**src/rtl/tcb_arb_3mp.sv**
```systemverilog
// TCB arbiter: three managers share one subordinate with grant lock under backpressure and delayed response routing.
// Build option: define TCB_ARB_RR_EN for round-robin arbitration; otherwise fixed priority (port 0 highest).
module tcb_arb_3mp #(
    parameter int AW  = 32,
    parameter int DW  = 32,
    parameter int BW  = DW/8,
    parameter int DLY = 1,
    parameter int PN  = 3
) (
    input  logic          clk,
    input  logic          rst,
    input  logic          sub0_vld,
    input  logic          sub0_wen,
    input  logic [BW-1:0] sub0_ben,
    input  logic [AW-1:0] sub0_adr,
    input  logic [DW-1:0] sub0_wdt,
    output logic [DW-1:0] sub0_rdt,
    output logic          sub0_err,
    output logic          sub0_rdy,
    input  logic          sub1_vld,
    input  logic          sub1_wen,
    input  logic [BW-1:0] sub1_ben,
    input  logic [AW-1:0] sub1_adr,
    input  logic [DW-1:0] sub1_wdt,
    output logic [DW-1:0] sub1_rdt,
    output logic          sub1_err,
    output logic          sub1_rdy,
    input  logic          sub2_vld,
    input  logic          sub2_wen,
    input  logic [BW-1:0] sub2_ben,
    input  logic [AW-1:0] sub2_adr,
    input  logic [DW-1:0] sub2_wdt,
    output logic [DW-1:0] sub2_rdt,
    output logic          sub2_err,
    output logic          sub2_rdy,
    output logic          man_vld,
    output logic          man_wen,
    output logic [BW-1:0] man_ben,
    output logic [AW-1:0] man_adr,
    output logic [DW-1:0] man_wdt,
    input  logic [DW-1:0] man_rdt,
    input  logic          man_err,
    input  logic          man_rdy
);

    if ((DLY < 1) || (DLY > 4)) begin : g_dly_chk
        $error("tcb_arb_3mp: DLY must be in 1..4");
    end
    if (BW != DW/8) begin : g_bw_chk
        $error("tcb_arb_3mp: BW must equal DW/8");
    end
    if (PN != 3) begin : g_pn_chk
        $error("tcb_arb_3mp: PN is fixed at 3");
    end

    // (a + b) mod 3 for port indices; index 3 is never produced
    function automatic logic [1:0] mod3_add(input logic [1:0] a, input logic [1:0] b);
        logic [2:0] sum;
        sum = {1'b0, a} + {1'b0, b};
        return (sum >= 3'd3) ? 2'(sum - 3'd3) : sum[1:0];
    endfunction

    logic [2:0] req_s;
    logic [2:0] rot_s;
    logic [1:0] base_s;
    logic [1:0] off_s;
    logic       found_s;
    logic [1:0] gnt_idx_s;
    logic [2:0] gnt_s;
    logic       trn_s;
    logic       lck_r;
    logic [1:0] lck_sel_r;
    logic [DLY-1:0] rsp_vld_r;
    logic [1:0]     rsp_sel_r [DLY];
    logic [2:0]     rsp_hit_s;

    assign req_s = {sub2_vld, sub1_vld, sub0_vld};
    assign trn_s = man_vld & man_rdy;

`ifdef TCB_ARB_RR_EN
    logic [1:0] ptr_r;

    // rotate requests so bit k is port (ptr + k) mod 3
    always_comb begin
        base_s = ptr_r;
        case (ptr_r)
            2'd0:    rot_s = req_s;
            2'd1:    rot_s = {req_s[0], req_s[2], req_s[1]};
            2'd2:    rot_s = {req_s[1], req_s[0], req_s[2]};
            default: rot_s = req_s;
        endcase
    end

    // round-robin pointer moves past the port that just transferred
    always_ff @(posedge clk) begin
        if (rst) begin
            ptr_r <= 2'd0;
        end else if (trn_s) begin
            ptr_r <= mod3_add(gnt_idx_s, 2'd1);
        end
    end
`else
    // fixed priority: search always starts at port 0
    always_comb begin
        base_s = 2'd0;
        rot_s  = req_s;
    end
`endif

    // priority-encode the rotated request vector; a held lock overrides the search
    always_comb begin
        off_s     = 2'd0;
        found_s   = 1'b0;
        gnt_idx_s = 2'd0;
        gnt_s     = 3'b000;
        if (rot_s[0]) begin
            off_s   = 2'd0;
            found_s = 1'b1;
        end else if (rot_s[1]) begin
            off_s   = 2'd1;
            found_s = 1'b1;
        end else if (rot_s[2]) begin
            off_s   = 2'd2;
            found_s = 1'b1;
        end else begin
            found_s = 1'b0;
        end
        if (lck_r) begin
            gnt_idx_s = lck_sel_r;
            gnt_s     = 3'b001 << lck_sel_r;
        end else if (found_s) begin
            gnt_idx_s = mod3_add(base_s, off_s);
            gnt_s     = 3'b001 << gnt_idx_s;
        end else begin
            gnt_idx_s = 2'd0;
            gnt_s     = 3'b000;
        end
    end

    // forward the granted request; idle bus is driven to zero rather than X
    always_comb begin
        man_vld = |(req_s & gnt_s);
        man_wen = 1'b0;
        man_ben = '0;
        man_adr = '0;
        man_wdt = '0;
        if (man_vld) begin
            case (gnt_idx_s)
                2'd0: begin
                    man_wen = sub0_wen; man_ben = sub0_ben; man_adr = sub0_adr; man_wdt = sub0_wdt;
                end
                2'd1: begin
                    man_wen = sub1_wen; man_ben = sub1_ben; man_adr = sub1_adr; man_wdt = sub1_wdt;
                end
                2'd2: begin
                    man_wen = sub2_wen; man_ben = sub2_ben; man_adr = sub2_adr; man_wdt = sub2_wdt;
                end
                default: begin
                    man_wen = 1'b0; man_ben = '0; man_adr = '0; man_wdt = '0;
                end
            endcase
        end else begin
            man_wen = 1'b0;
        end
    end

    assign sub0_rdy = man_rdy & gnt_s[0];
    assign sub1_rdy = man_rdy & gnt_s[1];
    assign sub2_rdy = man_rdy & gnt_s[2];

    // lock holds the grant while the subordinate stalls; a dropped request also releases it
    always_ff @(posedge clk) begin
        if (rst) begin
            lck_r     <= 1'b0;
            lck_sel_r <= 2'd0;
        end else begin
            lck_r <= man_vld & ~man_rdy;
            if (man_vld & ~man_rdy) begin
                lck_sel_r <= gnt_idx_s;
            end
        end
    end

    // one response-tracking entry per cycle, valid only for cycles with a transfer
    always_ff @(posedge clk) begin
        if (rst) begin
            rsp_vld_r <= '0;
            for (int i = 0; i < DLY; i++) begin
                rsp_sel_r[i] <= 2'd0;
            end
        end else begin
            rsp_vld_r[0] <= trn_s;
            rsp_sel_r[0] <= gnt_idx_s;
            for (int i = 1; i < DLY; i++) begin
                rsp_vld_r[i] <= rsp_vld_r[i-1];
                rsp_sel_r[i] <= rsp_sel_r[i-1];
            end
        end
    end

    assign rsp_hit_s[0] = rsp_vld_r[DLY-1] & (rsp_sel_r[DLY-1] == 2'd0);
    assign rsp_hit_s[1] = rsp_vld_r[DLY-1] & (rsp_sel_r[DLY-1] == 2'd1);
    assign rsp_hit_s[2] = rsp_vld_r[DLY-1] & (rsp_sel_r[DLY-1] == 2'd2);

    assign sub0_rdt = rsp_hit_s[0] ? man_rdt : '0;
    assign sub1_rdt = rsp_hit_s[1] ? man_rdt : '0;
    assign sub2_rdt = rsp_hit_s[2] ? man_rdt : '0;
    assign sub0_err = rsp_hit_s[0] & man_err;
    assign sub1_err = rsp_hit_s[1] & man_err;
    assign sub2_err = rsp_hit_s[2] & man_err;

endmodule

```
**config.mk**
```make
export PLATFORM = sky130hd
export DESIGN_NAME = tcb_arb_3mp
export DESIGN_NICKNAME = d
export VERILOG_FILES = /design/src/rtl/tcb_arb_3mp.sv
export SDC_FILE = /design/constraint.sdc
export NUM_CORES = 1
export LEC_CHECK = 0
export ABC_CLOCK_PERIOD_IN_PS = 1800
export BUFFER_PORTS_ARGS = -buffer_cell sky130_fd_sc_hd__buf_2
export CORE_AREA = 2 2 161 163
export CTS_CLUSTER_SIZE = 24
export DETAILED_ROUTE_END_ITERATION = 8
export DIE_AREA = 0 0 163 165
export HOLD_SLACK_MARGIN = 0.15
export PLACE_DENSITY_LB_ADDON = 0.12
export SLEW_MARGIN = 20
export SYNTH_ARGS = -nofsm -noshare
export SYNTH_HDL_FRONTEND = slang
export SYNTH_SLANG_ARGS = --single-unit
```
**constraint.sdc**
```tcl
create_clock -name clk -period 1.8 [get_ports clk]
set_clock_uncertainty 0.15 [all_clocks]
set_input_delay 0.09 -clock clk [delete_from_list [all_inputs] [get_ports clk]]
set_output_delay 0.09 -clock clk [all_outputs]
set_load 0.005 [all_outputs]
```
==> results of run 1 <==
worst max-delay path, delay by kind of cell, from the launching register on:
kind            cells  cell delay, ps
buf+inv             4             590
simple gates        3             580
flops               1             390
compound gates      1             110
cell usage in the layout, fill, tap and decap left out, types with 3 or more instances in the layout:
cell type / count
a21oi_1: 31
o21ai_1: 45
buf_2: 415
a21oi_2: 38
and2_1: 99
dfxtp_1: 3
buf_12: 18
a21boi_2: 8
nor2b_1: 3
clkbuf_16: 5
buf_6: 15
o21ai_2: 24
nand2_1: 29
nand2_4: 17
buf_16: 11
a21boi_1: 62
and3_1: 68
nand2_2: 28
buf_4: 31
flip-flops by register name (all words and copies together), names as in the netlist:
name and flops:
rsp_vld_r 1, rsp_sel_r 2, lck_sel_r 2, lck_r 1
repair_timing:
| item | 4_1_cts | 5_1_grt |
|---|---|---|
| hold endpoints to repair | 5 | 0 |
| setup buffers | 21 | 0 |
| gates resized for setup | 144 | 63 |
| hold buffers | 2 | 0 |
| pin swaps | 62 | 35 |
| gates cloned | 13 | 2 |
| endpoints found under the setup margin | 75 | 75 |
worst max-delay path by stage:
stage | from | end
detailed placement | sub2_vld | man_wdt[25]
finish | lck_r | man_adr[20]
CTS | lck_r | man_ben[3]
floorplan | lck_r | man_adr[24]
global route | lck_r | man_ben[1]
global placement | sub2_vld | man_wdt[25]
cells by family (layout without fill, tap and decap cells):
group | Yosys count | in the layout | synth area share
multiplexers | 4 | 4 | 0.01353
buffers and inverters | 66 | 499 | 0.09393
flip-flops | 6 | 6 | 0.03711
AO/OA/AOI/OAI | 214 | 214 | 0.3889
AND/OR/NAND/NOR | 264 | 264 | 0.4588
adder cells (fa/ha/maj) | 2 | 2 | 0.007730
through the flow:
stage	setup TNS (ps)	util	power, mW	worst slack [ps]	instance area [um2]
after global placement	-31390	0.2366	1.408	-567.4	5924
after detailed placement	-32040	0.2366	1.400	-569.5	5924
after floorplan	0	-	0.7087	1.652	3243
final	-20990	0.2901	2.161	-351.1	7262
after CTS	-20550	0.2804	2.118	-324.4	7020
after global routing	-27630	0.2901	2.328	-441.8	7262
layer usage:
| layer | routed length [um] | track usage | vias up |
|---|---|---|---|
| met4 | 194 | 0.01730 | 0 |
| li1 | - | - | 2788 |
| met3 | 1464 | 0.02963 | 12 |
| met2 | 11790 | 0.2976 | 251 |
| met5 | 0 | 0 | - |
| met1 | 8701 | 0.1638 | 2507 |
power by group:
part           total, mW  internal [mW]  switching, mW
sequential         0.148          0.139        0.00824
combinational       1.66          0.895          0.760
clock              0.358          0.285         0.0729
final cells by class:
| cell class | instances | area share |
|---|---|---|
| timing repair buffer | 495 | 0.4443 |
| inverter | 1 | 0.0008615 |
| multi-input combinational | 484 | 0.4702 |
| clock buffer | 3 | 0.01034 |
| tap | 330 | 0.05686 |
| sequential | 6 | 0.01740 |
==> out/qor.yml, run 1 <==
status: "finished, violations left"
violations: "negative setup slack"
setup_viol: 71
htreeDepth: 1
relSlewSlack: 0.8234
cp-end-kind: "output pin"
hp-class: "in -> out"
coreArea_um2: 25040
p_per_area_nw_per_um2: 297.6
cts_buffers: 3
num_vias: 5558
ys.flop_type: "dfxtp_1"
dp_hpwl_um: 15790
grt_max_degree: 34
drc_errors: 0
worst_pin_slew_ps: 259.8
initial_core_util: 0.1293
period_share: 1.195
netlist_instances: 556
grt_antenna_before_repair: 0
port_buffers: 417
ff_latch_area_um2: 126.4
grt_pass1_wl_um: 30620
clockBufferDepth: 2
r2r-start: "lck_r"
multiInputGateArea_um2: 3415
required_ps: 1560
crit_arrival_ps: 1910
fp.dieArea_um2: 26900
yosysSeqAreaShare: 0.03711
totalWireLength_um: 22150
nFillCells: 2816
synth_top_area_share: 0.1913
vdd_drop_max_mv: 0.2102
dieWidth_um: 163
finalWorstSetupSlack_ps: -351.1
antenna_cells: 0
synth_most_common_cell: "and2_1"
grt_pass1_vias: 5265
finalNetCount: 1239
yosysWarnings: 0
worstSetupStartpointType: "flop"
rsz0062_at_grt: "yes"
syn_area_um2: 3237
grt_usage: 0.1484
via_per_inst: 4.214
root_buffer: "clkbuf_16"
ff2ff_path_depth: 5
hold_viol_final: 0
reg2reg_to: "lck_sel_r[1]"
path_clk_slew_ps: 30
fmax_mhz: 464.9
synthArstFlopShare: 0
reg2reg_slack_ps: 50
critical-path-max-stage-delay_ps: 390
insertion_delay_ps: 230
synth_area_per_cell_um2: 5.822
route.detailed.wl_per_inst_um: 16.79
yosys-top-cells-area: "and2_1 (19%), a21boi_1 (16%), and3_1 (14%)"
drive_above_1_share: 0.6431
hold-worst-slack_ps: 319.3
synth_seq_cells: 6
drv_cap: 0
power_leakage_nw: 3.946
slowest_stage: "dfxtp_4"
rows: 58
drv_slew: 0
synth_edf_count: 0
hp-start: "man_rdt[11]"
postRouteAntennaNets: 0
grt-ovfl-total: 0
first_iter_violations: 162
synthTopCellsByCount: "and2_1 (99), nand2_1 (74)"
worstSetupPathType: "reg -> out"
cts_tree: "done"
gp_congestion: 0.7777
critPathMaxFanout: 6
dp_cells: 1283
fp.dieH_um: 165
syn_nets: 804
hold_end: "sub2_rdt[11]"
min_path_cells: 3
synth_largest_area_cell: "and2_1"
critPathMostFrequentCell: "buf_12"
areaGrowthSynthToFinish_pct: 124.4
finalNonFillerCells: 1319
fin_crit_ps: 2151
numClockSinks: 6
post_synth_num_cell_types: 30
crit_chain: "or3b_4 > nor4bb_4 > buf_6 > buf_12 > buf_12 > nand2_2 > a21oi_2 > buf_2"
ioPinCount: 418
dr.pass1.iters: 4
No activity file was read; power rests on OpenSTA's default activity.
==> run 2: changes to the inputs <==
--- a/config.mk
+++ b/config.mk
@@ -12,7 +12,7 @@
 export DETAILED_ROUTE_END_ITERATION = 8
 export DIE_AREA = 0 0 163 165
 export HOLD_SLACK_MARGIN = 0.15
-export PLACE_DENSITY_LB_ADDON = 0.12
+export PLACE_DENSITY_LB_ADDON = 0.1
 export SLEW_MARGIN = 20
 export SYNTH_ARGS = -nofsm -noshare
 export SYNTH_HDL_FRONTEND = slang
==> out/qor.yml, run 2 (synthesis results as in run 1) <==
route.detailed.wl_per_inst_um: 17.08  # was 16.79 um
drive_above_1_share: 0.5886  # was 0.6431
root_buffer: "clkbuf_16"  # unchanged
cp.depth: 7  # was 8
port_buffers: 417  # unchanged
tns_ps: -18870  # was -20,990 ps
coreArea_um2: 25040  # unchanged
drv_slew: 0  # unchanged
finalWorstSetupSlack_ps: -313.8  # was -351.1 ps
required_ps: 1560  # about the same
fmax_mhz: 473.1  # was 464.9 MHz
cts_tree: "done"  # unchanged
violations: "negative setup slack"  # unchanged
hold_viol_final: 0  # unchanged
ioPinCount: 418  # unchanged
numClockSinks: 6  # unchanged
areaGrowthSynthToFinish_pct: 112.9  # was 124.4%
finalNetCount: 1232  # was 1,239
grt-ovfl-total: 0  # unchanged
critical-path-max-stage-delay_ps: 460  # was 390 ps
fin_crit_ps: 2114  # was 2151 ps
ff2ff_path_depth: 5  # unchanged
vdd_drop_max_mv: 0.1899  # was 0.2102 mV
largestRegisters: "lck_sel_r: 2 flops, rsp_sel_r: 2 flops"  # unchanged
grtUsageMet3: 0.03064  # was 0.02963
gp_congestion: 0.7748  # was 0.7777
path_delay_family: "simple AND/OR/NAND/NOR gates"  # was buffers and inverters
postRouteAntennaNets: 0  # unchanged
period_share: 1.174  # was 1.195
grt_max_degree: 64  # was 34
crit_arrival_ps: 1870  # was 1910 ps
place_area_um2: 5924  # unchanged
power_leakage_nw: 3.750  # was 3.946 nW
setup_viol: 71  # unchanged
insertion_delay_ps: 230  # about the same
busiest_layer: "met2"  # unchanged
relSlewSlack: 0.8076  # was 0.8234
htreeDepth: 1  # unchanged
dp_hpwl_um: 15250  # was 15,790 um
cts_buffers: 3  # unchanged
fp.dieH_um: 165  # unchanged
via_per_inst: 4.218  # was 4.214
dieWidth_um: 163  # unchanged
finalInstanceArea_um2: 6893  # was 7262 um2
status: "finished, violations left"  # unchanged
grt_pass1_vias: 4883  # was 5,265
num_vias: 5538  # was 5,558
mostFrequentLayoutCells: "buf_2 (417), and2_1 (99), nand2_1 (62)"  # was buf_2 (415), and2_1 (99), and3_1 (68)
path_clk_slew_ps: 30  # about the same
mostFrequentLayoutCell: "buf_2"  # unchanged
crit_chain: "or3b_4 > buf_12 > buf_12 > and3_4 > o21ai_2 > a21oi_1 > buf_2"  # was or3b_4 > nor4bb_4 > buf_6 > buf_12 > buf_12 > nand2_2 > a21oi_2 > buf_2
grt_usage: 0.1285  # was 0.1484
worst_pin_slew_ps: 286.2  # was 259.8 ps
totalWireLength_um: 22430  # was 22,150 um
dr.pass1.iters: 6  # was 4
initial_core_util: 0.1293  # unchanged
grt_use_met2: 0.2600  # was 0.2976
fp.dieArea_um2: 26900  # unchanged
worstSetupPathType: "reg -> out"  # unchanged
rsz0062_at_grt: "yes"  # unchanged
crit_buf_inv: 3  # was 4
slowest_stage: "or3b_4"  # was dfxtp_4
critPathMostFrequentCell: "buf_12"  # unchanged
drv_cap: 0  # unchanged
p_per_area_nw_per_um2: 297.5  # was 297.6 nW/um2
drc_errors: 0  # unchanged
grt_pass1_wl_um: 27340  # was 30,620 um
worstSetupStartpointType: "flop"  # unchanged
grt_use_met1: 0.1414  # was 0.1638
min_path_cells: 3  # unchanged
rows: 58  # unchanged
cp-end-kind: "output pin"  # unchanged
first_iter_violations: 200  # was 162
grt_antenna_before_repair: 0  # unchanged
clockBufferDepth: 2  # unchanged
critPathMaxFanout: 8  # was 6
hp-class: "in -> out"  # unchanged
run 2: routing by layer:
layer / share of wire / wire, um
met5: 0 / 0
met2: 0.52 / 11760
met3: 0.070 / 1580
met4: 0.0013 / 29
met1: 0.40 / 9062
run 2: power breakdown:
group | total, mW | internal (mW) | switching (mW)
Clock | 0.360 | 0.285 | 0.0752
Combinational | 1.54 | 0.843 | 0.700
Sequential | 0.148 | 0.139 | 0.00921
run 2: layout make-up:
type	instances	area (um2)
Antenna cell	1	2.502
Clock buffer	3	75.07
Fill cell	2842	18140
Inverter	1	3.754
Multi-Input combinational cell	485	3149
Sequential cell	6	128.9
Tap cell	330	412.9
Timing Repair Buffer	487	3120
run 2: final timing paths:
| kind | from | slack, ps | end |
|---|---|---|---|
| min | man_rdt[3] | 320 | sub0_rdt[3] |
| min reg2reg | lck_sel_r[0] | 520 | lck_sel_r[0] |
| max | lck_r | -310 | man_wdt[7] |
| max reg2reg | lck_r | 0 | lck_sel_r[1] |
run 2: timing repair:
action	CTS	global route
setup endpoints to repair	74	74
hold buffers	2	0
pin swaps	4	29
endpoints found under the hold margin	6	0
resized for setup	24	78
cloned	1	17
buffers inserted	1	10
run 2: metrics by stage:
step | worst slack (ps) | instances | util | total power [mW] | hold slack (ps)
6_report | -313.8 | 1313 | 0.2753 | 2.051 | 319.8
5_1_grt | -419.3 | 1312 | 0.2752 | 2.216 | 344.2
4_1_cts | -331.7 | 1285 | 0.2450 | 1.811 | 323.8
3_5_place_dp | -340.3 | 1278 | 0.2366 | 1.384 | 215.0
3_3_place_gp | -363.4 | 1278 | 0.2366 | 1.397 | 208.5
2_1_floorplan | 1.652 | 556 | - | 0.7087 | 7.254
run 2: worst register-to-register path: stages (launching register included):
cell and delay [ps]:
dfxtp_4 370, nor4_2 350, or2_4 270, clkbuf_16 220
nor2_1 70, mux2_2 250
